==> src/rtl/uart_pkg.sv <==
// uart_pkg: shared UART types and the parity helper used by RX and TX.
// Parity helper takes a 9-bit zero-padded word so any 5..9 bit frame fits.
package uart_pkg;

    typedef enum logic [1:0] {
        PAR_NONE,
        PAR_EVEN,
        PAR_ODD
    } parity_e;

    typedef enum logic [2:0] {
        IDLE,
        START,
        DATA,
        PARITY,
        STOP
    } rx_state_e;

    localparam int MAX_DATA_BITS = 9;

    // Expected parity bit for a zero-padded data word.
    function automatic logic uart_parity(
        input logic [MAX_DATA_BITS-1:0] data,
        input parity_e                  mode
    );
        logic p;
        case (mode)
            PAR_EVEN: p = ^data;
            PAR_ODD:  p = ~^data;
            default:  p = 1'b0;
        endcase
        return p;
    endfunction

endpackage

==> src/rtl/uart_rx_os_fifo.sv <==
// uart_rx_os_fifo: small synchronous FIFO with a ready/valid read side.
// Writes are dropped when full; rdata shows the head entry while valid.
module uart_rx_os_fifo #(
    parameter int data_size   = 8,
    parameter int buffer_size = 8
) (
    input  logic                 clk,
    input  logic                 rst_n,
    input  logic                 push,
    input  logic [data_size-1:0] wdata,
    input  logic                 pop,
    output logic [data_size-1:0] rdata,
    output logic                 rvalid,
    output logic                 full
);

    localparam int AW = (buffer_size > 1) ? $clog2(buffer_size) : 1;
    localparam logic [AW-1:0] PTR_LAST = AW'(buffer_size - 1);
    localparam logic [AW:0]   CNT_FULL = (AW + 1)'(buffer_size);

    logic [data_size-1:0] mem [buffer_size];
    logic [AW-1:0]        wr_ptr;
    logic [AW-1:0]        rd_ptr;
    logic [AW:0]          count;
    logic                 wr_en;
    logic                 rd_en;

    assign full   = (count == CNT_FULL);
    assign rvalid = (count != '0);
    assign rdata  = mem[rd_ptr];
    assign wr_en  = push && !full;
    assign rd_en  = pop && rvalid;

    // Storage, pointers and fill count.
    always_ff @(posedge clk or negedge rst_n) begin
        if (!rst_n) begin
            for (int i = 0; i < buffer_size; i++) begin
                mem[i] <= '0;
            end
            wr_ptr <= '0;
            rd_ptr <= '0;
            count  <= '0;
        end else begin
            if (wr_en) begin
                mem[wr_ptr] <= wdata;
                wr_ptr      <= (wr_ptr == PTR_LAST) ? '0 : wr_ptr + 1'b1;
            end
            if (rd_en) begin
                rd_ptr <= (rd_ptr == PTR_LAST) ? '0 : rd_ptr + 1'b1;
            end
            case ({wr_en, rd_en})
                2'b10:   count <= count + 1'b1;
                2'b01:   count <= count - 1'b1;
                default: count <= count;
            endcase
        end
    end

endmodule

==> src/rtl/uart_rx_os.sv <==
// uart_rx_os: oversampling UART receiver with parity/stop checking,
// a receive FIFO and occupancy-driven cts_n back-pressure.
module uart_rx_os
    import uart_pkg::*;
#(
    parameter int      DATA_BITS  = 8,
    parameter parity_e PARITY     = PAR_EVEN,
    parameter int      STOP_BITS  = 2,
    parameter int      OVERSAMPLE = 16,
    parameter int      DIV_W      = 16,
    parameter int      FIFO_DEPTH = 8,
    parameter int      CTS_MARGIN = 2
) (
    input  logic                 clk,
    input  logic                 rst_n,
    input  logic [DIV_W-1:0]     baud_div,
    input  logic                 rx_en,
    input  logic                 rx,
    output logic                 cts_n,
    output logic [DATA_BITS-1:0] rdata,
    output logic                 rvalid,
    input  logic                 rready,
    output logic                 parity_err,
    output logic                 frame_err,
    output logic                 overrun_err
);

    localparam int OSW = $clog2(OVERSAMPLE);
    localparam int BCW = $clog2(DATA_BITS + 1);
    localparam int OCW = $clog2(FIFO_DEPTH + 1);
    localparam logic [OSW-1:0] HALF_LAST = OSW'(OVERSAMPLE / 2 - 1);
    localparam logic [OSW-1:0] BIT_LAST  = OSW'(OVERSAMPLE - 1);
    localparam logic [BCW-1:0] DATA_LAST = BCW'(DATA_BITS - 1);
    localparam logic [BCW-1:0] STOP_LAST = BCW'(STOP_BITS - 1);

    logic                     rx_m;
    logic                     rx_s;
    logic [DIV_W-1:0]         div_cnt;
    logic                     tick;
    logic                     half_pt;
    logic                     bit_pt;
    rx_state_e                state;
    rx_state_e                state_nx;
    logic [OSW-1:0]           os_cnt;
    logic [BCW-1:0]           bit_cnt;
    logic [DATA_BITS-1:0]     shreg;
    logic [MAX_DATA_BITS-1:0] par_in;
    logic                     par_exp;
    logic                     par_bad;
    logic                     stop_bad;
    logic                     commit;
    logic                     push;
    logic                     pop;
    logic                     full;
    logic [OCW-1:0]           occ;

    assign tick    = (state != IDLE) && (div_cnt == baud_div);
    assign half_pt = tick && (os_cnt == HALF_LAST);
    assign bit_pt  = tick && (os_cnt == BIT_LAST);
    assign pop     = rvalid && rready;

    // Zero-pad the received word for the shared parity helper.
    always_comb begin
        par_in                 = '0;
        par_in[DATA_BITS-1:0]  = shreg;
        par_exp                = uart_parity(par_in, PARITY);
    end

    // Two-flop synchroniser for the asynchronous rx pad.
    always_ff @(posedge clk or negedge rst_n) begin
        if (!rst_n) begin
            rx_m <= 1'b1;
            rx_s <= 1'b1;
        end else begin
            rx_m <= rx;
            rx_s <= rx_m;
        end
    end

    // Oversample tick divider, held in reset while idle.
    always_ff @(posedge clk or negedge rst_n) begin
        if (!rst_n) begin
            div_cnt <= '0;
        end else if (state == IDLE || tick) begin
            div_cnt <= '0;
        end else begin
            div_cnt <= div_cnt + 1'b1;
        end
    end

    // FSM state register.
    always_ff @(posedge clk or negedge rst_n) begin
        if (!rst_n) begin
            state <= IDLE;
        end else begin
            state <= state_nx;
        end
    end

    // FSM next-state logic; disabling the receiver aborts any frame.
    always_comb begin
        state_nx = state;
        if (!rx_en) begin
            state_nx = IDLE;
        end else begin
            case (state)
                IDLE: begin
                    if (!rx_s) state_nx = START;
                end
                START: begin
                    if (half_pt) state_nx = rx_s ? IDLE : DATA;
                end
                DATA: begin
                    if (bit_pt && bit_cnt == DATA_LAST) begin
                        state_nx = (PARITY == PAR_NONE) ? STOP : uart_pkg::PARITY;
                    end
                end
                uart_pkg::PARITY: begin
                    if (bit_pt) state_nx = STOP;
                end
                STOP: begin
                    if (bit_pt && bit_cnt == STOP_LAST) state_nx = IDLE;
                end
                default: state_nx = IDLE;
            endcase
        end
    end

    // Bit timing, data shift and error capture for the frame in flight.
    always_ff @(posedge clk or negedge rst_n) begin
        if (!rst_n) begin
            os_cnt   <= '0;
            bit_cnt  <= '0;
            shreg    <= '0;
            par_bad  <= 1'b0;
            stop_bad <= 1'b0;
            commit   <= 1'b0;
        end else begin
            commit <= rx_en && state == STOP && bit_pt && bit_cnt == STOP_LAST;
            case (state)
                START: begin
                    bit_cnt  <= '0;
                    par_bad  <= 1'b0;
                    stop_bad <= 1'b0;
                    if (tick) os_cnt <= half_pt ? '0 : os_cnt + 1'b1;
                end
                DATA: begin
                    if (tick) os_cnt <= bit_pt ? '0 : os_cnt + 1'b1;
                    if (bit_pt) begin
                        shreg   <= {rx_s, shreg[DATA_BITS-1:1]};
                        bit_cnt <= (bit_cnt == DATA_LAST) ? '0 : bit_cnt + 1'b1;
                    end
                end
                uart_pkg::PARITY: begin
                    if (tick) os_cnt <= bit_pt ? '0 : os_cnt + 1'b1;
                    if (bit_pt) par_bad <= (rx_s != par_exp);
                end
                STOP: begin
                    if (tick) os_cnt <= bit_pt ? '0 : os_cnt + 1'b1;
                    if (bit_pt) begin
                        stop_bad <= stop_bad | ~rx_s;
                        bit_cnt  <= bit_cnt + 1'b1;
                    end
                end
                default: begin
                    os_cnt <= '0;
                end
            endcase
        end
    end

    // Commit outcome: first matching error wins, otherwise push.
    always_comb begin
        parity_err  = commit && par_bad;
        frame_err   = commit && !par_bad && stop_bad;
        overrun_err = commit && !par_bad && !stop_bad && full;
        push        = commit && !par_bad && !stop_bad && !full;
    end

    // Occupancy tracking and registered back-pressure.
    always_ff @(posedge clk or negedge rst_n) begin
        if (!rst_n) begin
            occ   <= '0;
            cts_n <= 1'b1;
        end else begin
            case ({push, pop})
                2'b10:   occ <= occ + 1'b1;
                2'b01:   occ <= occ - 1'b1;
                default: occ <= occ;
            endcase
            cts_n <= !rx_en || ((FIFO_DEPTH - int'(occ)) <= CTS_MARGIN);
        end
    end

    uart_rx_os_fifo #(
        .data_size   (DATA_BITS),
        .buffer_size (FIFO_DEPTH)
    ) u_fifo (
        .clk    (clk),
        .rst_n  (rst_n),
        .push   (push),
        .wdata  (shreg),
        .pop    (pop),
        .rdata  (rdata),
        .rvalid (rvalid),
        .full   (full)
    );

endmodule

==> config.mk <==
export PLATFORM = sky130hd
export DESIGN_NAME = uart_rx_os
export DESIGN_NICKNAME = d
export VERILOG_FILES = /design/src/rtl/uart_pkg.sv /design/src/rtl/uart_rx_os_fifo.sv /design/src/rtl/uart_rx_os.sv
export SDC_FILE = /design/constraint.sdc
export NUM_CORES = 1
export LEC_CHECK = 0
export CAP_MARGIN = 20
export CORE_UTILIZATION = 35
export DETAILED_ROUTE_END_ITERATION = 10
export HOLD_SLACK_MARGIN = 0.06
export PLACE_DENSITY = 0.57
export RECOVER_POWER = 100
export SYNTH_ARGS = -nofsm -noshare
export SYNTH_HDL_FRONTEND = slang
export SYNTH_SLANG_ARGS = --single-unit
==> constraint.sdc <==
create_clock -name clk -period 3.9 [get_ports clk]
set_clock_uncertainty 0.15 [all_clocks]
set_input_delay 0.78 -clock clk [delete_from_list [all_inputs] [get_ports clk]]
set_output_delay 0.78 -clock clk [all_outputs]
set_load 0.005 [all_outputs]
==> metrics.md, run 1 <==
| Metric | Value |
|---|---|
| Worst-Margin Slew | `1.49 ns` |
| Tcrit/Tclk final | `88.2%` |
| Clock slew at reported path FFs | `0.06 ns` |
| Die area | `0.0182 mm²` |
| Max Cap Violations | `0` |
| Gr ovfl total | `0` |
| # hold bufs at CTS | `0` |
| TritonCTS Buffers | `17` |
| Critical path arrival | `2.51 ns` |
| Largest net degree at the start of global routing | `61` |
| DRT antenna net count | `0` |
| Setup bufs post-CTS | `0` |
| Vias | `3,964` |
| Die H | `135 µm` |
| GPL Wtd Cong | `0.769` |
| Post-DR vias/cell | `5.11` |
| Total GRT Usage | `15.3%` |
| Yosys cell types | `58` |
| #FFs+latches synth | `119` |
| Initial antenna violation count | `0` |
| Synth Warn # | `0` |
| Crit-path max FO | `19` |
| Max VDD drop | `0.342 mV` |
| Core outline area | `0.0172 mm²` |
| FFs w/ async S/R, synth | `100%` |
| Layout Nets | `577` |
| Post-route DRC | `0` |
| Final slew viol count | `0` |
| Setup TNS | `0 ns` |
| Max Clk Rate | `291 MHz` |
| Pwr dens | `503 mW/mm²` |
| Row cnt | `48` |
| Diodes inserted | `0` |
| Die W | `135 µm` |
| CP startpoint kind | `flop` |
| EDFF count, synth | `0` |
| Avg WL per Cell | `16.2 µm` |
| TritonCTS clock tree | `yes` |
| Post-synthesis sequential area ratio | `48.3%` |
| I/O Buffers | `33` |
| Total wire length | `12.6 mm` |
| Setup WS pre-CTS | `0.731 ns` |
| Wire length of the first global-routing pass | `21.2 mm` |
| Most area-consuming cells after synthesis | `dfrtp_1 47%, mux2_2 15%, mux4_2 5.8%` |
| Leak Pwr | `3.32 nW` |
| Worst setup margin | `0.460 ns` |
| Mapped Area | `0.00617 mm²` |
| Syn_nets | `547` |
| Worst-Skew Late Latency | `0.41 ns` |
| H-tree levels | `4` |
| Vias in the first global route | `4,081` |
| Iteration-0 DRC Markers | `175` |
| Mean Syn Cell Area | `12.1 µm²` |
| Cells after Synth | `508` |
| Core Util, Final | `41.9%` |
| Final instance area | `0.00723 mm²` |
| Initial core utilization | `35.8%` |
| Slew HR | `0.381%` |
| Fraction of layout cells with a size suffix above 1 | `25.6%` |
| Final setup violation count | `0` |
| Leading area contributor after synthesis | `dfrtp_1` |
| RSZ-0062 raised after global routing | `no` |
| Crit end category | `output pin` |
| Final Critical Period | `3.44 ns` |
| Drt pass-1 iters | `4` |
| CTS sink cnt | `119` |
| Final Hold Vio Count | `0` |
| Clock Path Buffers | `2` |
| Setup CP Type | `reg2out` |
| Post-synth top area share | `47.0%` |
| Fill cells | `1,588` |
| Post-synth top flop | `dfrtp_1` |
| Critical Path RT | `2.97 ns` |
| Hold slack final | `0.205 ns` |
| Status | `complete, no violations` |
| Dpl cell area | `0.00671 mm²` |
| Ports | `34` |
| CTS root buf | `clkbuf_16` |
| DP Wirelength | `8.44 mm` |
| Synth-to-Final Area Change | `17.1%` |
| Post-cts sizing count | `0` |
| Tightest Hold Check Type | `reg2reg` |
## sequential cells by signal, summed over array words and instances (netlist names), 3 cells and up
signal / cells
u_fifo.count: 4
state: 3
div_cnt: 16
shreg: 8
occ: 4
u_fifo.mem: 64
os_cnt: 4
u_fifo.wr_ptr: 3
u_fifo.rd_ptr: 3
bit_cnt: 4
## stage by stage
step                total power (W)  cells
floorplan                   0.00199    508
global placement            0.00219    744
detailed placement          0.00222    744
CTS                         0.00371    776
global route                0.00385    776
finish                      0.00363    776
## layout make-up
cell class / instances / area, µm² / area share, %
multi-input combinational: 347 / 2990 / 41.4
inverter: 14 / 53.8 / 0.745
timing repair buffer: 39 / 355 / 4.92
clock buffer: 18 / 439 / 6.08
tap: 225 / 282 / 3.90
clock inverter: 14 / 125 / 1.73
sequential: 119 / 2980 / 41.3
## critical path, cell delays in order, from the launching register on
cell and delay (ns):
dfrtp_1 0.32, buf_4 0.34, mux4_2 0.56, mux2_2 0.28, dlygate4sd3_1 0.59
## routing by layer
| metal | vias up | GRT usage [%] | wire length (µm) | part of all wire, % |
|---|---|---|---|---|
| met5 | - | 0 | 0 | 0 |
| met4 | 0 | 3.93 | 57 | 0.45 |
| met3 | 4 | 4.47 | 461 | 3.7 |
| met2 | 57 | 24.3 | 6050 | 48 |
| met1 | 2023 | 20.3 | 6010 | 48 |
| li1 | 1880 | - | - | - |
## worst paths after layout
check,start,slack [ns],cells after the start,to
max in group asynchronous,rst_n,1.11,2,shreg[5]
worst min register to register,rx_m,0.20,0,rx_s
min in group asynchronous,rst_n,0.57,1,div_cnt[10]
worst max register to register,par_bad,0.56,5,u_fifo.mem[56]
worst max-delay path,u_fifo.rd_ptr[0],0.46,4,rdata[4]
worst min-delay path,rx_m,0.20,0,rx_s
## synthesized netlist by cell type (2+ instances only)
cell type    n
a211o_1      2
and2_1       4
nand4b_1     2
nor4b_4      2
dfrtp_1    116
inv_1       12
a21oi_1     10
nand2b_1     4
dfstp_2      3
and3_1       6
nand4_1      7
nor3_1       5
nor2_1      37
a211oi_1     2
ha_1        16
nor2b_1      3
clkbuf_1    20
a21o_1       4
o21ai_0     13
fa_1         2
buf_1        3
and4_1       3
o211ai_1     3
nand3_1     12
xor2_1      27
a41oi_1      3
buf_4        2
buf_2        3
mux2_2      80
or3_1        2
xnor2_1     22
mux4_2      16
nand2_1     33
nor4_1       4
mux2i_1      2
## report_power, final
group	switching [W]	leakage, nW	internal [W]
clock network	0.000567	0.273	0.000895
registers	0.000114	1.63	0.00132
logic	0.000407	1.42	0.000326
## logic make-up (layout without fill, tap and decap cells)
family | count (synthesis) | count (layout) | share of synthesized area (%)
buf+inv | 42 | 85 | 2.78
compound gates | 49 | 49 | 5.41
simple gates | 132 | 132 | 11.7
xor+xnor | 49 | 49 | 6.95
fa+ha+maj | 18 | 18 | 3.89
mux | 99 | 99 | 20.9
flops | 119 | 119 | 48.3
## cell usage in the layout, fill, tap and decap left out, types with 5 or more instances in the layout
cell type,instances
dfrtp_1,116
mux2_2,80
nor2_1,37
nand2_1,33
xor2_1,27
xnor2_1,22
clkdlybuf4s50_1,18
clkbuf_16,17
mux4_2,16
ha_1,16
dlygate4sd3_1,14
o21ai_0,13
inv_1,12
nand3_1,12
a21oi_1,10
nand4_1,8
and3_1,6
nor3_1,5
(Power assumes the default switching activity.)
==> run 2, diff against run 1 <==
- CAP_MARGIN: 20 -> not set
==> results of run 2 <==
No change in the layout: final DEF, timing and power equal those of run 1.
==> run 3, diff against run 2 <==
- CAP_MARGIN: not set -> 40
- CTS_CLUSTER_DIAMETER: not set -> 150
- SETUP_SLACK_MARGIN: not set -> 0.15
==> run 3 against run 2 <==
  * The run now ends with max-capacitance violations, max-slew violations left
  * Highest routed layer unchanged
  * Global-route usage is 0.21 points higher
  * Worst hold slack hardly changed
  * Routed wire length is 1.5% higher
==> metrics.md, run 3 (synthesized netlist as in run 1, its figures left out) <==
| Metric | Value |
|---|---|
| CP startpoint kind | `flop` |
| Post-route DRC | `0` |
| Final Critical Period | `3.45 ns` |
| Final Hold Vio Count | `0` |
| Worst reg2reg path depth | `10` |
| WP buf/inv | `2` |
| Max stage delay on crit path | `0.59 ns` |
| Hold Path Depth | `0` |
| Die W | `135 µm` |
| Core Util, Final | `42.5%` |
| Drt pass-1 iters | `4` |
| DP Wirelength | `8.46 mm` |
| TritonCTS Buffers | `17` |
| RSZ-0062 raised after global routing | `no` |
| Die area | `0.0182 mm²` |
| Worst path cell trace | `buf_4, mux4_2, mux2_2, dlygate4sd3_1` |
| Max VDD drop | `0.318 mV` |
| Slew HR | `-0.304%` |
| Initial antenna violation count | `0` |
| Initial core utilization | `35.8%` |
| Max Cap Violations | `1` |
| Setup bufs post-CTS | `0` |
| Die H | `135 µm` |
| # hold bufs at CTS | `0` |
| Crit path max-delay cell type | `dlygate4sd3_1` |
| Avg WL per Cell | `16.4 µm` |
| CTS root buf | `clkbuf_16` |
| Row cnt | `48` |
| Crit path max-delay family | `buffers and inverters` |
| Post-cts sizing count | `0` |
| Worst hold path startpoint | `rx_m` |
| Setup CP Type | `reg2out` |
| Leak Pwr | `3.35 nW` |
| Wire length of the first global-routing pass | `21.4 mm` |
| Diodes inserted | `0` |
| I/O Buffers | `33` |
| Worst-Skew Late Latency | `0.42 ns` |
| Most frequent cells in the layout | `116 x dfrtp_1, 79 x mux2_2, 37 x nor2_1, 33 x nand2_1, 27 x xor2_1` |
| Layout Nets | `578` |
| Iteration-0 DRC Markers | `172` |
| Met3 usage | `3.98%` |
| Ports | `34` |
| Max reg flops | `64` |
| Grt met2 use | `24.9%` |
| Max Clk Rate | `290 MHz` |
| Clock Path Buffers | `2` |
| Total wire length | `12.8 mm` |
| Met1 GRT Util | `20.3%` |
| Critical Path RT | `2.97 ns` |
| Worst-Margin Slew | `1.50 ns` |
| R2R Setup Slk | `0.54 ns` |
| DRT antenna net count | `0` |
| Setup TNS | `0 ns` |
| Crit end category | `output pin` |
| Total GRT Usage | `15.5%` |
| H-tree levels | `4` |
| Fraction of layout cells with a size suffix above 1 | `25.0%` |
| Reg-to-reg startpoint | `par_bad` |
| Crit-path max FO | `19` |
| Final setup violation count | `0` |
| Tcrit/Tclk final | `88.5%` |
| Tightest Hold Check Type | `reg2reg` |
| Critical path arrival | `2.52 ns` |
| CTS sink cnt | `119` |
| Reg area | `0.00298 mm²` |
| Vias | `3,952` |
| Vias in the first global route | `4,097` |
| Synth-to-Final Area Change | `18.6%` |
| Core outline area | `0.0172 mm²` |
| Failing checks | `max-capacitance violations, max-slew violations` |
| Most flops, register | `u_fifo.mem` |
| Most common cell after layout, fill and taps aside | `dfrtp_1` |
| Design Power | `0.00388 W` |
| Clock slew at reported path FFs | `0.06 ns` |
| Top Registers | `u_fifo.mem x64, div_cnt x16, shreg x8` |
| GRT Max-Usage Layer | `met2` |
| TritonCTS clock tree | `yes` |
| Pwr dens | `530 mW/mm²` |
| Final slew viol count | `60` |
| Status | `finished, violations left` |
| Post-DR vias/cell | `5.09` |
| GPL Wtd Cong | `0.769` |
| R2r endpoint | `occ[3]` |
| Multi-input gate area | `0.00300 mm²` |
| Largest net degree at the start of global routing | `61` |
| Hold EP | `rx_s` |
| Gr ovfl total | `0` |
| Fill cells | `1,598` |
run 3: cell type report:
type	count	area share (%)
clock buffer	20	6.10
inverter	14	0.735
sequential	119	40.7
clock inverter	12	2.72
multi-input combinational	347	41.0
timing repair buffer	40	4.91
tap	225	3.85
run 3: where the power goes:
group / internal (W) / switching [W]
logic: 0.000326 / 0.000408
registers: 0.00132 / 0.000114
clock network: 0.00115 / 0.000564
run 3: how the worst max path moves through the flow:
stage	slack, ns	cells after the start	start	to
after floorplan	1.29	4	u_fifo.rd_ptr[0]	rdata[0]
after global placement	0.78	6	baud_div[9]	shreg[0]
after detailed placement	0.74	6	baud_div[9]	shreg[5]
after CTS	0.53	4	u_fifo.rd_ptr[0]	rdata[4]
after global routing	0.25	10	par_bad	occ[3]
final	0.45	4	u_fifo.rd_ptr[0]	rdata[1]
run 3: per-stage QoR:
stage	hold slack [ns]	setup WS [ns]	instances	cell area, µm²
after floorplan	0.195	1.29	508	6170
after global placement	0.198	0.785	744	6710
after detailed placement	0.198	0.740	745	6720
after CTS	0.206	0.527	777	7360
after global routing	0.215	0.245	777	7320
final	0.204	0.450	777	7320
run 3: per-layer routing:
metal,vias up,routed length [µm]
li1,1876,-
met5,-,0
met1,1999,6140
met3,14,461
met4,0,133
met2,63,6040
